$ cat config.mk
export PLATFORM = sky130hd
export DESIGN_NAME = seg7_scan_decoder
export DESIGN_NICKNAME = d
export VERILOG_FILES = /design/src/rtl/seg7_scan_decoder.sv
export SDC_FILE = /design/constraint.sdc
export NUM_CORES = 1
export LEC_CHECK = 0
export ABC_CLOCK_PERIOD_IN_PS = 6700
export CORE_MARGIN = 3
export CORE_UTILIZATION = 40
export CTS_CLUSTER_DIAMETER = 60
export CTS_CLUSTER_SIZE = 25
export DETAILED_ROUTE_END_ITERATION = 7
export HOLD_SLACK_MARGIN = 0.03
export PLACE_DENSITY = 0.67
export SKIP_LAST_GASP = 1
export SLEW_MARGIN = 5
export SYNTH_ARGS = -nofsm -noshare
export SYNTH_HDL_FRONTEND = slang
export SYNTH_SLANG_ARGS = --single-unit
export TNS_END_PERCENT = 20
$ cat constraint.sdc
create_clock -name clk -period 6.7 [get_ports clk]
set_input_delay 1.34 -clock clk [delete_from_list [all_inputs] [get_ports clk]]
set_output_delay 1.34 -clock clk [all_outputs]
set_load 0.01 [all_outputs]
$ cat src/rtl/seg7_scan_decoder.sv
// Receive-side monitor for a multiplexed active-low 7-segment bus: rebuilds the hex nibble per digit.
// Optional decimal-point capture is enabled by defining SEG7_DEC_DP_EN.
module seg7_scan_decoder #(
  parameter int DIGITS = 8,
  parameter int STABLE = 4
) (
  input  logic                  clk,
  input  logic                  rst_n,
  input  logic [7:0]            seg_in,
  input  logic [DIGITS-1:0]     an_in,
  output logic [4*DIGITS-1:0]   value,
  output logic [DIGITS-1:0]     blank,
  output logic [DIGITS-1:0]     err,
  output logic                  upd_valid,
  output logic [2:0]            upd_idx,
  output logic                  frame_done
`ifdef SEG7_DEC_DP_EN
  ,
  output logic [DIGITS-1:0]     dp
`endif
);

`ifdef SEG7_DEC_DP_EN
  localparam int SEGW = 8;
  logic [DIGITS+SEGW-1:0] samp;
  assign samp = {an_in, seg_in};
`else
  // dp bit is dropped from the sample so a dp flicker never restarts the counter
  localparam int SEGW = 7;
  logic [DIGITS+SEGW-1:0] samp;
  logic                   unused_dp;
  assign samp      = {an_in, seg_in[7:1]};
  assign unused_dp = seg_in[0];
`endif

  localparam int CW = (STABLE > 2) ? $clog2(STABLE) : 1;
  localparam logic [CW-1:0] CMAX = CW'(STABLE - 1);

  logic [DIGITS+SEGW-1:0] s_q;
  logic [CW-1:0]          cnt;
  logic                   done;
  logic [DIGITS-1:0]      seen;

  logic [DIGITS-1:0] an_q;
  logic [6:0]        segs_q;
  logic [3:0]        zcnt;
  logic [2:0]        idx;
  logic              legal;
  logic              cap;
  logic [DIGITS-1:0] cap_mask;
  logic [3:0]        dec_nib;
  logic              dec_blank;
  logic              dec_err;

  assign an_q   = s_q[DIGITS+SEGW-1 -: DIGITS];
  assign segs_q = s_q[SEGW-1 -: 7];

  always_comb begin
    zcnt = '0;
    idx  = '0;
    for (int unsigned i = 0; i < DIGITS; i++) begin
      if (!an_q[i]) begin
        zcnt = zcnt + 4'd1;
        idx  = 3'(i);
      end
    end
    legal    = (zcnt == 4'd1);
    cap      = (cnt == CMAX) && !done && legal;
    cap_mask = cap ? ~an_q : '0;
  end

  always_comb begin
    dec_nib   = '0;
    dec_blank = 1'b0;
    dec_err   = 1'b0;
    case ({segs_q, 1'b0})
      8'h02: dec_nib = 4'h0;
      8'h9E: dec_nib = 4'h1;
      8'h24: dec_nib = 4'h2;
      8'h0C: dec_nib = 4'h3;
      8'h98: dec_nib = 4'h4;
      8'h48: dec_nib = 4'h5;
      8'h40: dec_nib = 4'h6;
      8'h1E: dec_nib = 4'h7;
      8'h00: dec_nib = 4'h8;
      8'h08: dec_nib = 4'h9;
      8'h10: dec_nib = 4'hA;
      8'hC0: dec_nib = 4'hB;
      8'h62: dec_nib = 4'hC;
      8'h84: dec_nib = 4'hD;
      8'h60: dec_nib = 4'hE;
      8'h70: dec_nib = 4'hF;
      8'hFE: dec_blank = 1'b1;
      default: dec_err = 1'b1;
    endcase
  end

  always_ff @(posedge clk or negedge rst_n) begin
    if (!rst_n) begin
      s_q        <= '0;
      cnt        <= '0;
      done       <= 1'b0;
      seen       <= '0;
      value      <= '0;
      blank      <= '1;
      err        <= '0;
      upd_valid  <= 1'b0;
      upd_idx    <= '0;
      frame_done <= 1'b0;
`ifdef SEG7_DEC_DP_EN
      dp         <= '0;
`endif
    end else begin
      s_q        <= samp;
      upd_valid  <= 1'b0;
      frame_done <= 1'b0;

      for (int unsigned i = 0; i < DIGITS; i++) begin
        if (cap_mask[i]) begin
          value[4*i +: 4] <= dec_nib;
          blank[i]        <= dec_blank;
          err[i]          <= dec_err;
`ifdef SEG7_DEC_DP_EN
          dp[i]           <= ~s_q[0];
`endif
        end
      end

      if (cap) begin
        upd_valid <= 1'b1;
        upd_idx   <= idx;
        done      <= 1'b1;
      end

      // a sample change overrides the capture-done set: new interval, new capture
      if (samp != s_q) begin
        cnt  <= '0;
        done <= 1'b0;
      end else if (cnt != CMAX) begin
        cnt <= cnt + 1'b1;
      end

      if (&seen) begin
        frame_done <= 1'b1;
        seen       <= cap_mask;
      end else begin
        seen <= seen | cap_mask;
      end
    end
  end

endmodule

==> results.cfg, run 1 <==
[status]
status = finished, final reports clean

[power]
power.density_mw_per_mm2 = 204.7
power.total_mw = 1.035
peakVddDrop_mv = 0.09749
p_leak_nw = 2.242

[sta]
hold_slack_ps = 484.9
clock_skew_ps = 9.907
period_share = 0.7865
finalHoldViolCount = 0
rsz0062_at_grt = no
tightest_slew_ps = 1068
tns_ps = 0
finalMaxSlewViolations = 0
slew_headroom = 0.2825
setup_violations = 0
period_needed_ps = 5270
max_freq_mhz = 189.8

[placed_design]
dp_hpwl_mm = 6.185
placed_cells = 511
placed_cell_area_mm2 = 0.004853
port_buffers = 69
gp_congestion = 0.8164

[logic_synthesis]
syn_avg_cell_area_um2 = 12.60
synth_area_mm2 = 0.004058
yosys.area_share.xor_xnor = 0.08295
synth_edf_count = 0
synth_fa_ha_area_frac = 0.02467
yosys.area.top_type = dfrtp_1
synthArstFlopShare = 1.000
synthFlopType = dfrtp_1
synth-seq-area-share = 0.4897
yosys.area_share.simple = 0.1428
synthMuxAreaShare = 0.1465
syn_nets = 348
synth_top_family_by_area = multiplexers
synth-compound-area-share = 0.08788
yosysWarningCount = 0
synthDominantCellAreaShare = 0.4379
synth.distinct_cells = 55
ys_ff_latch = 79
synthesis.instances = 322
synth_area_leaders = dfrtp_1 (44%), mux2_2 (12%), dfstp_2 (5.2%), xor2_1 (3.9%), nor4_4 (3.7%)

[cts]
insertion_delay_ps = 350
tritoncts = done
post_cts_resized = 0
ctsHoldBuffers = 0
clk_pin_slew_ps = 90
clock_sinks = 79
clock-root-buffer = clkbuf_8
post_cts_buffers = 0
numCtsBuffers = 9
cts_buffer_depth = 2
cts_htree_levels = 3

[detailed_routing]
first_pass_iters = 4
dr_total_vias = 2782
drcViolationCount = 0
post_drt_wl_per_cell_um = 16.12
viasPerCell = 5.279
drt-initial-drc-count = 118
ant_nets = 0
routed_wl_mm = 8.493

[run]
cap_violations = 0

[setup_path]
crit_top_cell = ha_1
slowest_delay_ps = 500
end_kind = flop
worstSetupStartpointType = flop
path_cells = inv_1 > ha_1 > xnor2_1 > ha_1 > nand2b_1 > nand2_1 > ha_1 > nand2b_1 > nand2_1 > ha_1 > nor2_1 > a31oi_1 > a41o_1 > ha_1 > nor2b_1 > xnor3_1 > a211oi_2 > o22ai_4 > nor4_4 > mux2_2
cp_max_fo = 8
critPathArrivalTime_ps = 5510
worstSetupPathType = reg2reg
worstPathRequired_ps = 6940
slowest_stage = dfrtp_1

[global_routing]
grt_use_total = 0.1603
grt_pass1_wl_mm = 14.51
grt_max_degree = 80
grt_overflow = 0
grt_pass1_vias = 2802
grt_antenna_before_repair = 0

[layout]
drive_gt1_frac = 0.2538
final_nets = 415
area_growth_pct = 24.64
n_fill_cell = 895
antenna_cells = 0
stdcell_count = 527
design_area_mm2 = 0.005057

[floorplanning]
die_h_um = 106.7
core_area_mm2 = 0.009819
die-area_mm2 = 0.01139
die_w_um = 106.7
io_pins = 71
initial_core_util = 0.4132
std_cell_rows = 36

[hold_path]
hold_path.class = reg2reg
[metrics by stage]
stage | utilization | setup slack, ps
2_1_floorplan | - | 2136
3_3_place_gp | 0.4943 | 1518
3_5_place_dp | 0.4943 | 1450
4_1_cts | 0.5150 | 1417
5_1_grt | 0.5150 | 1042
6_report | 0.5150 | 1430
[layout by cell type, fill, tap and decap left out, types with 3 or more instances in the layout]
master           count
a21o_1               7
a21oi_1              6
a31oi_1              3
clkbuf_8             9
clkdlybuf4s50_1     68
dfrtp_1             71
dfstp_2              8
ha_1                 8
inv_1                9
mux2_2              43
mux2_4               6
nand2_1             18
nand2b_1             5
nand3_1              4
nand3b_1             3
nand4_1              4
nor2_1              12
nor2b_1              7
nor3_1              10
nor3_2               3
nor4_1               3
nor4_4               7
o21ai_0              9
xnor2_1              5
xor2_1              18
[logic make-up (layout without fill, tap and decap cells)]
logic type / Yosys count / after routing
AND/OR/NAND/NOR: 85 / 85
flip-flops: 79 / 79
multiplexers: 51 / 51
AO/OA/AOI/OAI: 46 / 46
XOR/XNOR: 29 / 29
buffers and inverters: 24 / 96
adder cells (fa/ha/maj): 8 / 8
[Yosys cell counts, drive strengths merged, types with 2 or more instances]
master / number
xnor2: 8
nor4: 10
nand2b: 5
o21ai: 11
a2bb2oi: 2
mux2: 49
a211oi: 2
mux2i: 2
nor2b: 7
dfrtp: 71
inv: 10
or2: 2
nand4: 5
clkbuf: 8
a21o: 7
nor2: 12
o221ai: 2
o211ai: 2
ha: 8
nand3: 4
dfstp: 8
o22ai: 3
a31oi: 3
or3: 2
a32oi: 2
nor3b: 2
a21oi: 6
xor2: 19
nor3: 13
nand2: 18
nand3b: 3
buf: 6
[worst paths after layout]
kind                       startpoint       end  cells past startpoint  slack (ps)
min                           seen[6]   seen[6]                      1         480
min reg2reg                   seen[6]   seen[6]                      1         480
max reg2reg                    s_q[8]  value[0]                     20        1430
max in group asynchronous       rst_n   s_q[13]                      1        4930
min in group asynchronous       rst_n    err[7]                      1        1120
max                            s_q[8]  value[0]                     20        1430
[state kept, by name, summed over array words and instances (netlist names)]
register	count
blank	8
frame_done	1
err	8
upd_valid	1
upd_idx	3
cnt	2
value	32
done	1
s_q	15
seen	8
[area by class of cell]
cell class / count / area, µm² / area share
well taps: 133 / 166.4 / 0.03290
flip-flops and latches: 79 / 1987 / 0.3929
inverters: 10 / 37.54 / 0.007422
clock buffers: 9 / 123.9 / 0.02449
multi-input cells: 219 / 1967 / 0.3889
repair buffers: 70 / 695.7 / 0.1376
clock inverters: 7 / 80.08 / 0.01583
[metal layers]
| metal | GRT usage | routed length (µm) | vias up |
|---|---|---|---|
| met5 | 0 | 0 | - |
| met4 | 0.05388 | 111 | 0 |
| met3 | 0.03492 | 399 | 9 |
| met2 | 0.2518 | 4032 | 84 |
| met1 | 0.2209 | 3950 | 1399 |
| li1 | - | - | 1290 |
[critical path, delay by kind of cell, from the launching register on]
family	cells	cell delay, ps
AO/OA/AOI/OAI	4	1060
XOR/XNOR	2	520
adder cells (fa/ha/maj)	5	1390
buffers and inverters	1	70
flip-flops	1	500
multiplexers	1	400
AND/OR/NAND/NOR	7	1190
[power breakdown]
part	switching (mW)	internal (mW)	total, mW
sequential	0.0166	0.481	0.498
combinational	0.106	0.0681	0.174
clock	0.187	0.177	0.364
(Power assumes the default switching activity.)
==> inputs of run 2 (changes only) <==
--- a/config.mk
+++ b/config.mk
@@ -5,7 +5,7 @@
 export SDC_FILE = /design/constraint.sdc
 export NUM_CORES = 1
 export LEC_CHECK = 0
-export ABC_CLOCK_PERIOD_IN_PS = 6700
+export ABC_CLOCK_PERIOD_IN_PS = 5500
 export CORE_MARGIN = 3
 export CORE_UTILIZATION = 40
 export CTS_CLUSTER_DIAMETER = 60
==> constraint.sdc (replaced) <==
create_clock -name clk -period 5.5 [get_ports clk]
set_input_delay 1.1 -clock clk [delete_from_list [all_inputs] [get_ports clk]]
set_output_delay 1.1 -clock clk [all_outputs]
set_load 0.01 [all_outputs]
==> run 2 against run 1 <==
  * Critical path depth increased by 1
  * Highest routed layer unchanged
  * Register-to-register slack lost 1200 ps
  * Critical endpoint is now value[19]
  * Wire length is 1.6% lower
  * Clock power is 21% higher
  * Non-clock buffer count rose by 11
  * Sequential power is 21% higher
  * Clock-buffer cell count is the same
  * Sequential share of layout area decreased by 0.72 points
  * Cell area increased by 1.9%
  * Global-route usage down 0.68 points
  * Total power increased by 23%
  * Largest cell class unchanged
==> results.cfg, run 2 (synthesized netlist as in run 1, its figures left out) <==
[placed_design]
placed_cells = 515
dp_hpwl_mm = 6.002
gp_congestion = 0.8188
placed_cell_area_mm2 = 0.004883
port_buffers = 69

[layout]
design_area_mm2 = 0.005151
largest_registers = value (32), s_q (15)
antenna_cells = 0
regMostFlops = value
layout_commonest_cell = dfrtp_1
largest_reg_flops = 32
drive_gt1_frac = 0.2765
final_cell_mix = dfrtp_1 (71), clkdlybuf4s50_1 (68), mux2_2 (43)
area_growth_pct = 26.95
stdcell_count = 538
utilization = 0.5246
final_nets = 426

[floorplanning]
die_w_um = 106.7
core_area_mm2 = 0.009819
die-area_mm2 = 0.01139
std_cell_rows = 36
die_h_um = 106.7
initial_core_util = 0.4132
io_pins = 71

[setup_path]
reg2reg_depth = 21
end_kind = flop
cp_max_fo = 8
worstPathRequired_ps = 5740
critPathArrivalTime_ps = 5470
worstSetupPathType = reg2reg
worstSetupStartpointType = flop

[cts]
clk_pin_slew_ps = 80
insertion_delay_ps = 360
cts_htree_levels = 3
clock_sinks = 79
numCtsBuffers = 9
clock-root-buffer = clkbuf_8
tritoncts = done
cts_buffer_depth = 2
ctsHoldBuffers = 0

[sta]
tns_ps = 0
setup_violations = 0
finalMaxSlewViolations = 0
clock_skew_ps = 8.232
period_share = 0.9515
finalHoldViolCount = 0
tightest_slew_ps = 1109
slew_headroom = 0.2528
period_needed_ps = 5233
max_freq_mhz = 191.1

[power]
p_seq_frac = 0.476
p_comb_frac = 0.175
clkPwrFrac = 0.348
peakVddDrop_mv = 0.1422
power.switching_uw = 381.5
p_leak_nw = 2.303
p_sw_frac = 0.3004
internal_power_uw = 888.7
power.density_mw_per_mm2 = 246.6

[status]
status = finished, final reports clean

[detailed_routing]
ant_nets = 0
post_drt_wl_per_cell_um = 15.53
viasPerCell = 5.197
drt-initial-drc-count = 120
routed_wl_mm = 8.353
first_pass_iters = 4
dr_total_vias = 2796
drcViolationCount = 0

[global_routing]
grt_max_degree = 80
grt_antenna_before_repair = 0
grt_pass1_wl_mm = 13.89
grt_use_total = 0.1535
grt_overflow = 0
grt_pass1_vias = 2769

[hold_path]
hold_path.class = reg2reg
hold_path_depth = 1

[run]
cap_violations = 0
==> run 2: changes by cell type in the layout (fill, tap and decap cells not counted), sizes merged <==
cell	before	now
buf	2	13
==> run 2: path summary, 6_finish.rpt <==
| path | from | to | slack, ps |
|---|---|---|---|
| hold reg to reg | seen[2] | seen[2] | 480 |
| min in group asynchronous | rst_n | value[29] | 880 |
| hold / removal | seen[2] | seen[2] | 480 |
| setup / recovery | s_q[8] | value[19] | 270 |
| max in group asynchronous | rst_n | s_q[12] | 3990 |
| setup reg to reg | s_q[8] | value[19] | 270 |
==> run 2: per-stage QoR <==
stage / hold slack, ps / setup WS (ps) / total power, mW
floorplan: 446.6 / 935.7 / 0.7772
global placement: 458.3 / 391.6 / 0.8230
detailed placement: 467.4 / 334.1 / 0.8286
CTS: 489.0 / 259.9 / 1.279
global route: 497.2 / -51.19 / 1.336
finish: 483.6 / 267.0 / 1.270
==> run 2: per-layer routing <==
metal	track usage	vias up	wire (µm)
li1	-	1320	-
met3	0.03010	11	405
met2	0.2325	74	3886
met5	0	-	0
met1	0.2131	1391	3899
met4	0.07032	0	161
==> run 2: what timing repair did <==
item                                    CTS  global route
endpoints found under the setup margin    0            25
gates resized for setup                   0             2
setup buffers                             0             7
endpoints found under the hold margin     0             0
==> run 2: critical path, stage by stage, from the launching register on <==
cell and delay, ps:
dfrtp_1 490, inv_1 80, ha_1 350, xnor2_1 160
ha_1 290, nand2b_1 130, nand2_1 90, ha_1 280
nand2b_1 130, nand2_1 70, ha_1 270, nor2_1 30
a31oi_1 150, a41o_1 260, ha_1 190, nor2b_1 260
xnor3_1 360, a211oi_4 360, o22ai_4 230, nor4_4 390
buf_4 210, mux2_2 320
==> run 2: power by group through the flow <==
stage               combinational, mW  clock, mW  sequential, mW
finish                          0.223      0.442           0.605
global route                    0.246      0.482           0.608
CTS                             0.214      0.459           0.605
detailed placement              0.212          0           0.616
global placement                0.207          0           0.616
floorplan                       0.175          0           0.602
==> run 2: cell type report <==
| type | count | area, µm² |
|---|---|---|
| clock buffer | 9 | 123.9 |
| timing repair buffer | 81 | 778.2 |
| clock inverter | 7 | 80.08 |
| tap | 133 | 166.4 |
| inverter | 10 | 37.54 |
| multi-input combinational | 219 | 1978 |
| fill | 886 | 4668 |
| sequential | 79 | 1987 |
==> inputs of run 3 (changes only) <==
--- a/config.mk
+++ b/config.mk
@@ -7,15 +7,16 @@
 export LEC_CHECK = 0
 export ABC_CLOCK_PERIOD_IN_PS = 5500
 export CORE_MARGIN = 3
-export CORE_UTILIZATION = 40
+export CORE_UTILIZATION = 53
 export CTS_CLUSTER_DIAMETER = 60
 export CTS_CLUSTER_SIZE = 25
 export DETAILED_ROUTE_END_ITERATION = 7
 export HOLD_SLACK_MARGIN = 0.03
-export PLACE_DENSITY = 0.67
+export PLACE_DENSITY = 0.84
+export SKIP_CTS_REPAIR_TIMING = 1
 export SKIP_LAST_GASP = 1
 export SLEW_MARGIN = 5
 export SYNTH_ARGS = -nofsm -noshare
 export SYNTH_HDL_FRONTEND = slang
 export SYNTH_SLANG_ARGS = --single-unit
-export TNS_END_PERCENT = 20
+export TNS_END_PERCENT = 50
==> run 3 against run 2 <==
  * Sequential power hardly changed
  * Global-route usage is 4.6 points higher
  * Non-clock buffer count is 2 lower
  * Sequential share of layout area is 0.42 points higher
  * Total power is 1.8% higher
  * Cell area is 1.0% lower
  * Largest cell class unchanged
==> results.cfg, run 3 (synthesized netlist as in run 1, its figures left out) <==
[power]
power.density_mw_per_mm2 = 253.6
power.total_mw = 1.293
p_leak_nw = 2.293
peakVddDrop_mv = 0.1511

[sta]
tns_ps = 0
period_needed_ps = 5140
clock_skew_ps = 10.47
finalHoldViolCount = 0
max_freq_mhz = 194.6
finalMaxSlewViolations = 0
slew_headroom = 0.3069
period_share = 0.9345
tightest_slew_ps = 1029
setup_violations = 0
rsz0062_at_grt = no

[placed_design]
placed_cell_area_mm2 = 0.004826
port_buffers = 69
dp_hpwl_mm = 6.034
gp_congestion = 0.8528

[layout]
drive_gt1_frac = 0.2779
design_area_mm2 = 0.005099
n_fill_cell = 499
final_cell_mix = dfrtp_1 (70), clkdlybuf4s50_1 (68), mux2_2 (43)
layout_commonest_cell = dfrtp_1
largest_reg_flops = 32
antenna_cells = 0
regMostFlops = value
final_nets = 424
largest_registers = value (32), s_q (15)
area_growth_pct = 25.66

[cts]
clk_pin_slew_ps = 90
cts_buffer_depth = 2
cts_htree_levels = 3
tritoncts = done
numCtsBuffers = 9
clock_sinks = 79
insertion_delay_ps = 360
clock-root-buffer = clkbuf_8

[setup_path]
slowest_stage = dfrtp_1
cp_max_fo = 8
critPathArrivalTime_ps = 5390
end_kind = flop
cp_num_buf_inv = 2
worstSetupPathType = reg2reg
worstPathRequired_ps = 5750
worstSetupStartpointType = flop
crit_family = adder cells
path_cells = inv_1 > ha_1 > xnor2_1 > ha_1 > nand2b_1 > nand2_1 > ha_1 > nand2b_1 > nand2_1 > ha_1 > nor2_1 > a31oi_1 > a41o_1 > ha_1 > nor2b_2 > xnor3_2 > a211oi_4 > o22ai_4 > nor4_4 > buf_4 > mux2_2
crit_top_cell = ha_1
slowest_delay_ps = 460

[detailed_routing]
ant_nets = 0
viasPerCell = 5.532
first_pass_iters = 4
routed_wl_mm = 8.431
drcViolationCount = 0
post_drt_wl_per_cell_um = 16.79
dr_total_vias = 2777
drt-initial-drc-count = 146

[global_routing]
grt_pass1_vias = 2678
grt_pass1_wl_mm = 13.57
grt_max_degree = 80
grt_overflow = 0
grt_antenna_before_repair = 0
grt_use_total = 0.1997

[floorplanning]
initial_core_util = 0.5535
core_area_mm2 = 0.007331
die-area_mm2 = 0.008742
die_w_um = 93.50
die_h_um = 93.50
std_cell_rows = 31
io_pins = 71

[run]
cap_violations = 0

[hold_path]
hold_path.class = reg2reg

[status]
status = finished, final reports clean
[run 3: per-layer routing]
layer	up-vias	global-route usage	part of all wire
li1	1306	-	-
met1	1379	0.2826	0.47
met2	82	0.3109	0.48
met3	10	0.03942	0.042
met4	0	0.06227	0.011
met5	-	0	0
[run 3: layout make-up]
type	count	area (µm²)	area share
clock buffers	9	123.9	0.02429
clock inverters	7	83.83	0.01644
inverters	10	37.54	0.007362
multi-input cells	219	1978	0.3880
flip-flops and latches	79	1988	0.3899
well taps	99	123.9	0.02429
repair buffers	79	763.2	0.1497
[run 3: worst paths after layout]
kind	start	slack, ps	endpoint	cells after the start
worst min register to register	seen[1]	490	seen[1]	1
worst max register to register	s_q[7]	360	err[0]	21
max in group asynchronous	rst_n	3940	s_q[8]	1
worst min-delay path	seen[1]	490	seen[1]	1
worst max-delay path	s_q[7]	360	err[0]	21
min in group asynchronous	rst_n	880	err[4]	1
[run 3: worst register-to-register path: stages, from the launching register on]
cell	delay (ps)
dfrtp_1	460
inv_1	70
ha_1	370
xnor2_1	160
ha_1	300
nand2b_1	130
nand2_1	90
ha_1	280
nand2b_1	130
nand2_1	80
ha_1	280
nor2_1	40
a31oi_1	170
a41o_1	270
ha_1	190
nor2b_2	220
xnor3_2	350
a211oi_4	350
o22ai_4	230
nor4_4	300
buf_4	220
mux2_2	350
[run 3: metrics by stage]
stage / cells / util / setup slack (ps) / hold WS (ps)
after global routing: 502 / 0.6955 / 69.28 / 507.3
after floorplan: 322 / - / 935.7 / 446.6
after detailed placement: 479 / 0.6583 / 175.0 / 466.9
after CTS: 495 / 0.6866 / 149.0 / 491.7
after global placement: 479 / 0.6583 / 398.6 / 459.4
final: 502 / 0.6955 / 360.2 / 488.0
[run 3: where the power goes]
group	internal, mW	leakage (nW)	switching (mW)
Combinational	0.0889	1.15	0.138
Clock	0.219	0.103	0.242
Sequential	0.586	1.04	0.0187
